===== src/rtl/coherence_snoop_responder_pkg.sv =====
// Shared types and widths for the dcache coherence snoop responder.
package coherence_snoop_responder_pkg;

    localparam int unsigned SNOOP_TAG_W = 26;
    localparam int unsigned SNOOP_IDX_W = 3;
    localparam int unsigned WORD_W      = 32;
    localparam int unsigned BLK_WORDS   = 2;
    localparam int unsigned NUM_WAYS    = 2;

    // dcache byte address split: tag | idx | blkoff | bytoff
    typedef struct packed {
        logic [SNOOP_TAG_W-1:0] tag;
        logic [SNOOP_IDX_W-1:0] idx;
        logic                   blkoff;
        logic [1:0]             bytoff;
    } dcachef_t;

    typedef enum logic [2:0] {
        IDLE,
        LOOKUP,
        WB0,
        WB1,
        UPDATE,
        DONE
    } snoop_state_t;

    // Per-way MSI view of one frame: I = !valid, S = valid & !dirty, M = valid & dirty
    typedef struct packed {
        logic                   valid;
        logic                   dirty;
        logic [SNOOP_TAG_W-1:0] tag;
    } frame_state_t;

    // Word-aligned writeback address for one word of the snooped block
    function automatic logic [WORD_W-1:0] wb_addr(input dcachef_t a, input logic blk);
        return {a.tag, a.idx, blk, 2'b00};
    endfunction

endpackage


===== src/rtl/coherence_snoop_responder_if.sv =====
// Snoop-side bundle between the memory controller / dcache and the snoop responder.
interface coherence_snoop_responder_if #(
    parameter int unsigned SETS = 8
);
    import coherence_snoop_responder_pkg::*;

    localparam int unsigned IDX_W = $clog2(SETS);

    // controller snoop request
    logic                                       ccwait;
    logic                                       ccinv;
    logic [WORD_W-1:0]                          ccsnoopaddr;
    logic                                       dwait;

    // frame array read port and link register
    logic [NUM_WAYS-1:0][SNOOP_TAG_W-1:0]       frm_tag;
    logic [NUM_WAYS-1:0]                        frm_valid;
    logic [NUM_WAYS-1:0]                        frm_dirty;
    logic [NUM_WAYS-1:0][BLK_WORDS-1:0][WORD_W-1:0] frm_data;
    logic                                       ll_valid;
    logic [WORD_W-1:0]                          ll_addr;

    // responder outputs
    logic [IDX_W-1:0]                           snp_idx;
    logic                                       snp_busy;
    logic                                       snp_dWEN;
    logic [WORD_W-1:0]                          snp_daddr;
    logic [WORD_W-1:0]                          snp_dstore;
    logic                                       snp_ccwrite;
    logic                                       snp_cctrans;
    logic                                       upd_en;
    logic                                       upd_way;
    logic                                       upd_valid;
    logic                                       upd_dirty;
    logic                                       link_clr;

    modport master (
        output ccwait, ccinv, ccsnoopaddr, dwait,
        output frm_tag, frm_valid, frm_dirty, frm_data, ll_valid, ll_addr,
        input  snp_idx, snp_busy, snp_dWEN, snp_daddr, snp_dstore,
        input  snp_ccwrite, snp_cctrans,
        input  upd_en, upd_way, upd_valid, upd_dirty, link_clr
    );

    modport slave (
        input  ccwait, ccinv, ccsnoopaddr, dwait,
        input  frm_tag, frm_valid, frm_dirty, frm_data, ll_valid, ll_addr,
        output snp_idx, snp_busy, snp_dWEN, snp_daddr, snp_dstore,
        output snp_ccwrite, snp_cctrans,
        output upd_en, upd_way, upd_valid, upd_dirty, link_clr
    );

endinterface


===== src/rtl/coherence_snoop_responder.sv =====
// MSI snoop responder: looks up the snooped block, writes back M data,
// downgrades/invalidates the frame and breaks the LL/SC link on invalidation.
module coherence_snoop_responder
    import coherence_snoop_responder_pkg::*;
#(
    parameter int unsigned SETS = 8,
    parameter int unsigned WAYS = 2
) (
    input  logic                          CLK,
    input  logic                          nRST,
    coherence_snoop_responder_if.slave    bus
);

    localparam int unsigned IDX_W = $clog2(SETS);
    localparam int unsigned WAY_W = $clog2(WAYS);

    snoop_state_t      state;
    snoop_state_t      next_state;

    dcachef_t          saddr;
    logic              sinv;
    logic [WAY_W-1:0]  hway;
    logic              cc_lost;

    frame_state_t      frm [NUM_WAYS];
    logic [NUM_WAYS-1:0] way_hit_c;
    logic              hit_c;
    logic              hit_dirty_c;
    logic [WAY_W-1:0]  hit_way_c;
    logic              link_match_c;

    logic              busy_c;
    logic              dwen_c;
    logic [WORD_W-1:0] daddr_c;
    logic [WORD_W-1:0] dstore_c;
    logic              ccwrite_c;
    logic              cctrans_c;
    logic              upd_en_c;
    logic [WAY_W-1:0]  upd_way_c;
    logic              upd_valid_c;
    logic              link_clr_c;

    logic              unused_bits;

    // Gather the frame array read port into per-way MSI records
    always_comb begin
        for (int w = 0; w < NUM_WAYS; w++) begin
            frm[w].valid = bus.frm_valid[w];
            frm[w].dirty = bus.frm_dirty[w];
            frm[w].tag   = bus.frm_tag[w];
        end
    end

    // Tag compare against the latched snoop address; at most one way hits
    always_comb begin
        way_hit_c = '0;
        for (int w = 0; w < NUM_WAYS; w++) begin
            way_hit_c[w] = frm[w].valid && (frm[w].tag == saddr.tag);
        end
        hit_c       = |way_hit_c;
        hit_way_c   = WAY_W'(way_hit_c[1]);
        hit_dirty_c = hit_c && frm[hit_way_c].dirty;
        link_match_c = sinv && bus.ll_valid && (bus.ll_addr[31:2] == saddr[31:2]);
    end

    // State register
    always_ff @(posedge CLK) begin
        if (!nRST) begin
            state <= IDLE;
        end else begin
            state <= next_state;
        end
    end

    // Snoop capture, hit way and early-release tracking
    always_ff @(posedge CLK) begin
        if (!nRST) begin
            saddr   <= '0;
            sinv    <= 1'b0;
            hway    <= '0;
            cc_lost <= 1'b0;
        end else begin
            if (state == IDLE && bus.ccwait) begin
                saddr   <= dcachef_t'(bus.ccsnoopaddr);
                sinv    <= bus.ccinv;
                cc_lost <= 1'b0;
            end
            if (state == LOOKUP) begin
                hway <= hit_way_c;
            end
            if ((state == WB0 || state == WB1 || state == UPDATE) && !bus.ccwait) begin
                cc_lost <= 1'b1;
            end
        end
    end

    // Next-state selection
    always_comb begin
        next_state = state;
        case (state)
            IDLE: begin
                if (bus.ccwait) next_state = LOOKUP;
            end
            LOOKUP: begin
                if (!bus.ccwait)          next_state = IDLE;
                else if (hit_dirty_c)     next_state = WB0;
                else if (hit_c && sinv)   next_state = UPDATE;
                else                      next_state = DONE;
            end
            WB0: begin
                if (!bus.dwait) next_state = WB1;
            end
            WB1: begin
                if (!bus.dwait) next_state = UPDATE;
            end
            UPDATE: begin
                // a controller that already let go skips the DONE handshake
                if (cc_lost || !bus.ccwait) next_state = IDLE;
                else                        next_state = DONE;
            end
            DONE: begin
                if (!bus.ccwait) next_state = IDLE;
            end
            default: next_state = IDLE;
        endcase
    end

    // Output decode from state and latched snoop context
    always_comb begin
        busy_c      = 1'b0;
        dwen_c      = 1'b0;
        daddr_c     = '0;
        dstore_c    = '0;
        ccwrite_c   = 1'b0;
        cctrans_c   = 1'b0;
        upd_en_c    = 1'b0;
        upd_way_c   = '0;
        upd_valid_c = 1'b0;
        link_clr_c  = 1'b0;
        case (state)
            IDLE: begin
            end
            LOOKUP: begin
                busy_c     = 1'b1;
                link_clr_c = link_match_c;
            end
            WB0: begin
                busy_c    = 1'b1;
                dwen_c    = 1'b1;
                daddr_c   = wb_addr(saddr, 1'b0);
                dstore_c  = bus.frm_data[hway][0];
                ccwrite_c = 1'b1;
                cctrans_c = 1'b1;
            end
            WB1: begin
                busy_c    = 1'b1;
                dwen_c    = 1'b1;
                daddr_c   = wb_addr(saddr, 1'b1);
                dstore_c  = bus.frm_data[hway][1];
                ccwrite_c = 1'b1;
                cctrans_c = 1'b1;
            end
            UPDATE: begin
                busy_c      = 1'b1;
                cctrans_c   = 1'b1;
                upd_en_c    = 1'b1;
                upd_way_c   = hway;
                upd_valid_c = !sinv;
            end
            DONE: begin
                busy_c = 1'b1;
            end
            default: begin
            end
        endcase
    end

    assign bus.snp_idx     = IDX_W'(saddr.idx);
    assign bus.snp_busy    = busy_c;
    assign bus.snp_dWEN    = dwen_c;
    assign bus.snp_daddr   = daddr_c;
    assign bus.snp_dstore  = dstore_c;
    assign bus.snp_ccwrite = ccwrite_c;
    assign bus.snp_cctrans = cctrans_c;
    assign bus.upd_en      = upd_en_c;
    assign bus.upd_way     = upd_way_c;
    assign bus.upd_valid   = upd_valid_c;
    assign bus.upd_dirty   = 1'b0;
    assign bus.link_clr    = link_clr_c;

    // Byte offsets play no part in block-granular snooping
    assign unused_bits = ^{saddr.bytoff, bus.ll_addr[1:0]};

endmodule


===== src/flat_wrapper.sv =====
// flat-port wrapper written by rule: the top's interface ports become plain ports
module coherence_snoop_responder_flat import coherence_snoop_responder_pkg::*;
#(
    parameter int unsigned SETS = 8,
    parameter int unsigned WAYS = 2
)
  (CLK, nRST, bus_ccwait, bus_ccinv, bus_ccsnoopaddr, bus_dwait, bus_frm_tag, bus_frm_valid, bus_frm_dirty, bus_frm_data, bus_ll_valid, bus_ll_addr, bus_snp_idx, bus_snp_busy, bus_snp_dWEN, bus_snp_daddr, bus_snp_dstore, bus_snp_ccwrite, bus_snp_cctrans, bus_upd_en, bus_upd_way, bus_upd_valid, bus_upd_dirty, bus_link_clr);
  coherence_snoop_responder_if #(.SETS(SETS)) bus_i ();
  input  logic CLK;
  input  logic nRST;
  input wire logic [$bits(bus_i.ccwait)-1:0] bus_ccwait;
  input wire logic [$bits(bus_i.ccinv)-1:0] bus_ccinv;
  input wire logic [$bits(bus_i.ccsnoopaddr)-1:0] bus_ccsnoopaddr;
  input wire logic [$bits(bus_i.dwait)-1:0] bus_dwait;
  input wire logic [$bits(bus_i.frm_tag)-1:0] bus_frm_tag;
  input wire logic [$bits(bus_i.frm_valid)-1:0] bus_frm_valid;
  input wire logic [$bits(bus_i.frm_dirty)-1:0] bus_frm_dirty;
  input wire logic [$bits(bus_i.frm_data)-1:0] bus_frm_data;
  input wire logic [$bits(bus_i.ll_valid)-1:0] bus_ll_valid;
  input wire logic [$bits(bus_i.ll_addr)-1:0] bus_ll_addr;
  output wire logic [$bits(bus_i.snp_idx)-1:0] bus_snp_idx;
  output wire logic [$bits(bus_i.snp_busy)-1:0] bus_snp_busy;
  output wire logic [$bits(bus_i.snp_dWEN)-1:0] bus_snp_dWEN;
  output wire logic [$bits(bus_i.snp_daddr)-1:0] bus_snp_daddr;
  output wire logic [$bits(bus_i.snp_dstore)-1:0] bus_snp_dstore;
  output wire logic [$bits(bus_i.snp_ccwrite)-1:0] bus_snp_ccwrite;
  output wire logic [$bits(bus_i.snp_cctrans)-1:0] bus_snp_cctrans;
  output wire logic [$bits(bus_i.upd_en)-1:0] bus_upd_en;
  output wire logic [$bits(bus_i.upd_way)-1:0] bus_upd_way;
  output wire logic [$bits(bus_i.upd_valid)-1:0] bus_upd_valid;
  output wire logic [$bits(bus_i.upd_dirty)-1:0] bus_upd_dirty;
  output wire logic [$bits(bus_i.link_clr)-1:0] bus_link_clr;
  assign bus_i.ccwait = bus_ccwait;
  assign bus_i.ccinv = bus_ccinv;
  assign bus_i.ccsnoopaddr = bus_ccsnoopaddr;
  assign bus_i.dwait = bus_dwait;
  assign bus_i.frm_tag = bus_frm_tag;
  assign bus_i.frm_valid = bus_frm_valid;
  assign bus_i.frm_dirty = bus_frm_dirty;
  assign bus_i.frm_data = bus_frm_data;
  assign bus_i.ll_valid = bus_ll_valid;
  assign bus_i.ll_addr = bus_ll_addr;
  assign bus_snp_idx = bus_i.snp_idx;
  assign bus_snp_busy = bus_i.snp_busy;
  assign bus_snp_dWEN = bus_i.snp_dWEN;
  assign bus_snp_daddr = bus_i.snp_daddr;
  assign bus_snp_dstore = bus_i.snp_dstore;
  assign bus_snp_ccwrite = bus_i.snp_ccwrite;
  assign bus_snp_cctrans = bus_i.snp_cctrans;
  assign bus_upd_en = bus_i.upd_en;
  assign bus_upd_way = bus_i.upd_way;
  assign bus_upd_valid = bus_i.upd_valid;
  assign bus_upd_dirty = bus_i.upd_dirty;
  assign bus_link_clr = bus_i.link_clr;
  coherence_snoop_responder #(.SETS(SETS), .WAYS(WAYS)) u_core (.CLK(CLK), .nRST(nRST), .bus(bus_i));
endmodule

===== config.mk =====
export PLATFORM = sky130hd
export DESIGN_NAME = coherence_snoop_responder_flat
export DESIGN_NICKNAME = d
export VERILOG_FILES = /design/src/rtl/coherence_snoop_responder_pkg.sv /design/src/rtl/coherence_snoop_responder_if.sv /design/src/rtl/coherence_snoop_responder.sv /design/src/flat_wrapper.sv
export SDC_FILE = /design/constraint.sdc
export NUM_CORES = 1
export LEC_CHECK = 0
export CORE_AREA = 5 5 127 129
export CTS_CLUSTER_SIZE = 10
export DETAILED_ROUTE_END_ITERATION = 8
export DIE_AREA = 0 0 132 134
export DONT_BUFFER_PORTS = 1
export GPL_TIMING_DRIVEN = 0
export SLEW_MARGIN = 20
export SYNTH_ARGS = -nofsm -noshare
export SYNTH_HDL_FRONTEND = slang
export SYNTH_SLANG_ARGS = --single-unit

===== constraint.sdc =====
create_clock -name CLK -period 2 [get_ports CLK]
set_input_delay 0.3 -clock CLK [delete_from_list [all_inputs] [get_ports CLK]]
set_output_delay 0.3 -clock CLK [all_outputs]
set_load 0.01 [all_outputs]

==> flow_summary.ini <==
[global_routing]
grt_remaining_overflow = 0
grt_antenna_before_repair = 3
grtUsageTotal_pct = 19.3
grt_max_degree = 14
grt_pass1_wl_um = 25200
grt_pass1_vias = 3526

[synth]
post-synth-top-area-fraction_pct = 19.9
synth_enable_flop_cells = 0
synth.yosys.warnings = 0
ys_seq_area_share_pct = 19.9
post_synth_most_frequent_cells = 66 x sky130_fd_sc_hd__nand2_1, 62 x sky130_fd_sc_hd__and2_1, 43 x sky130_fd_sc_hd__xnor2_1
yosys_register_bits = 36
synth_cell_type_count = 31
syn-cell-area_mm2 = 0.00362
synth_area_per_cell_um2 = 8.69
post-synth-top-area-cell = sky130_fd_sc_hd__dfxtp_1
ys_async_rst_share_pct = 0
yosys-top-cells-area = sky130_fd_sc_hd__dfxtp_1 20%, sky130_fd_sc_hd__mux4_2 20%, sky130_fd_sc_hd__and2_1 11%
ys_dominant_reg_cell = sky130_fd_sc_hd__dfxtp_1
synthMostInstantiatedCell = sky130_fd_sc_hd__nand2_1
postSynthCellCount = 417

[route]
routed_wl_um = 18500
postRouteAntennaNets = 0
detail_route.first_pass.iterations = 4
wl_per_cell_um = 29.3
vias_per_cell = 5.42
drc_markers = 0
vias = 3427
first_iter_violations = 140

[setup_path]
critPathArrivalTime_ns = 1.72
path_depth = 5
timing.rr.end = u_core.state[2]$_SDFFE_PN0P_
critPathMaxStageDelay_ns = 0.41
cpMostUsedCell = sky130_fd_sc_hd__nand3_2
r2r_start = u_core.saddr[8]$_SDFFE_PN0P_
criticalPathCategory = reg2out
crit_path_end = bus_link_clr
crit_required_ns = 1.70
crit_path_start_kind = register
crit_slowest_cell = sky130_fd_sc_hd__dfxtp_4
end_kind = output pin
worstPathCellList = xnor2_2, nand3_2, nor4_4, nand3_2, nor3_4
path_delay_family = simple AND/OR/NAND/NOR gates
critPathLaunch = u_core.saddr[17]$_SDFFE_PN0P_
r2r_setup_slack_ns = 0.01
reg2regPathDepth = 6
cp_max_fo = 5
critical_path_buf_inv_count = 0

[placed_design]
port_buffers = 0
dpl.cell_count = 607
routability_congestion_estimate = 1.02
postPlaceCellArea_mm2 = 0.00387
hpwlAfterDp_um = 15700

[power_and_ir_drop]
pleak_nw = 1.65
sum_of_internal_switching_and_leakage_power_mw = 2.54
power-per-cell-area_mw_per_mm2 = 552
irDropWorstVdd_v = 0.000286

[timing]
peak_clock_frequency_supported_by_timing_ghz = 0.495
tightestPinTransition_ns = 0.670
setup_tns_ns = -0.0191
period_share_pct = 101
layout_min_cycle_time_ns = 2.02
setup_repair_after_global_routing_missed_its_margin = true
timing.final.setup_violations = 1
final_hold_viol_count = 0
final.hold.worst_slack_ns = 0.132
clock_skew_ns = 0.00714
max-slew-margin-rel_pct = 55.3
timing.final.ws_setup_ns = -0.0191
timing.final.max_slew_violations = 0

[clock_network]
cts_hold_buf = 0
tritoncts.num_buffers = 5
h-tree-depth = 2
clock_sink_count = 36
cts.reportedPaths.clkPinSlew_ns = 0.06
clock_latency_ns = 0.29
cts_tree = done
clock_tree.buffer_depth = 2
root_buffer = sky130_fd_sc_hd__clkbuf_16

[die]
die_width_um = 132
floorplan.rows = 45
ios = 330
initial_utilization_pct = 24.3
die_y_um = 134
design.core.area_mm2 = 0.0149
floorplan.die_area_mm2 = 0.0177

[outcome]
violations = setup timing
run_status = finished with violations

[finish]
finish.net_count = 693
finish.cell_count_without_fillers = 632
syn2layout_area_growth_pct = 27.0
final_layout_size_suffix_gt1_share_pct = 33.0
post-route-cell-area_mm2 = 0.00460

[hold_path]
hold_path_startpoint = bus_ccsnoopaddr[22]
tightest_hold_check_type = in2reg

[run]
drv_cap = 0
[cell type report]
class                   instances  area, um^2
fillers                      1593       10300
multi-input cells             345        3000
flip-flops and latches         36         781
plain buffers                  34         260
well taps                     188         235
repair buffers                 13         153
clock buffers                   5         125
clock inverters                 3        23.8
inverters                       4        15.0
diodes                          4        10.0
[logic make-up (layout without fill, tap and decap cells)]
group	after synthesis	after routing	synth area share (%)
AOI/OAI and AO/OA	47	47	9.05
other	1	7	0.103
muxes	34	34	20.4
and+or+nand+nor	179	179	25.7
DFF	36	36	19.9
xor gates and xnor gates	82	82	19.8
buffers and inverters	38	59	4.97
[routing by layer]
metal	share of wire, %	track usage [%]	up-vias
li1	-	-	1485
met1	32	19.2	1634
met2	57	38.9	274
met3	8.7	4.91	34
met4	2.6	5.66	0
met5	0	0	-
[registers in the layout, summed over array words and instances, names as in the netlist]
signal              cells
u_core.hway             1
u_core.bus.snp_idx      3
u_core.cc_lost          1
u_core.saddr           27
u_core.state            3
u_core.sinv             1
[repair_timing]
| action | in CTS | in global routing |
|---|---|---|
| hold endpoints to repair | 0 | 0 |
| endpoints found under the setup margin | 69 | 66 |
| gates resized for setup | 78 | 51 |
| cloned | 0 | 2 |
| pin swaps | 18 | 13 |
| setup buffers | 9 | 2 |
[through the flow]
stage,worst slack (ns),util (%)
3_5_place_dp,-0.617,25.9
2_1_floorplan,0.219,-
4_1_cts,-0.0467,29.3
6_report,-0.0191,30.8
3_3_place_gp,-0.580,25.9
5_1_grt,-0.0647,30.8
[worst min path at each step]
stage	slack [ns]	cells past startpoint	end
3_3_place_gp	0.44	2	u_core.saddr[31]$_SDFFE_PN0P_
2_1_floorplan	0.43	2	u_core.saddr[22]$_SDFFE_PN0P_
3_5_place_dp	0.44	2	u_core.saddr[22]$_SDFFE_PN0P_
6_report	0.13	2	u_core.saddr[22]$_SDFFE_PN0P_
4_1_cts	0.13	2	u_core.saddr[22]$_SDFFE_PN0P_
5_1_grt	0.13	2	u_core.saddr[22]$_SDFFE_PN0P_
[cell usage in the layout, fill, tap and decap left out, types with 3 or more instances in the layout]
cell / netlist / layout
sky130_fd_sc_hd__a21boi_0: 27 / 27
sky130_fd_sc_hd__a21boi_1: 5 / 5
sky130_fd_sc_hd__a21oi_1: 3 / 3
sky130_fd_sc_hd__and2_1: 62 / 51
sky130_fd_sc_hd__and2_4: 0 / 10
sky130_fd_sc_hd__buf_12: 0 / 5
sky130_fd_sc_hd__buf_2: 9 / 5
sky130_fd_sc_hd__buf_4: 7 / 18
sky130_fd_sc_hd__clkbuf_1: 16 / 7
sky130_fd_sc_hd__clkbuf_16: 0 / 7
sky130_fd_sc_hd__clkbuf_2: 0 / 4
sky130_fd_sc_hd__clkbuf_4: 0 / 3
sky130_fd_sc_hd__conb_1: 1 / 3
sky130_fd_sc_hd__dfxtp_1: 36 / 12
sky130_fd_sc_hd__dfxtp_2: 0 / 12
sky130_fd_sc_hd__dfxtp_4: 0 / 12
sky130_fd_sc_hd__diode_2: 0 / 4
sky130_fd_sc_hd__inv_1: 4 / 3
sky130_fd_sc_hd__mux4_2: 32 / 32
sky130_fd_sc_hd__nand2_1: 66 / 65
sky130_fd_sc_hd__nand4_1: 14 / 14
sky130_fd_sc_hd__nor2_1: 10 / 8
sky130_fd_sc_hd__nor3_1: 5 / 3
sky130_fd_sc_hd__nor4_2: 0 / 5
sky130_fd_sc_hd__nor4_4: 0 / 4
sky130_fd_sc_hd__o21ai_0: 9 / 7
sky130_fd_sc_hd__xnor2_1: 43 / 33
sky130_fd_sc_hd__xnor2_2: 0 / 8
sky130_fd_sc_hd__xor2_1: 39 / 37
[report_power, final]
part	leakage (nW)	switching, mW	internal (mW)
clock	0.0661	0.340	0.464
combinational	1.28	0.434	0.396
sequential	0.308	0.123	0.784
total	1.65	0.897	1.64
No activity file was read; power rests on OpenSTA's default activity.
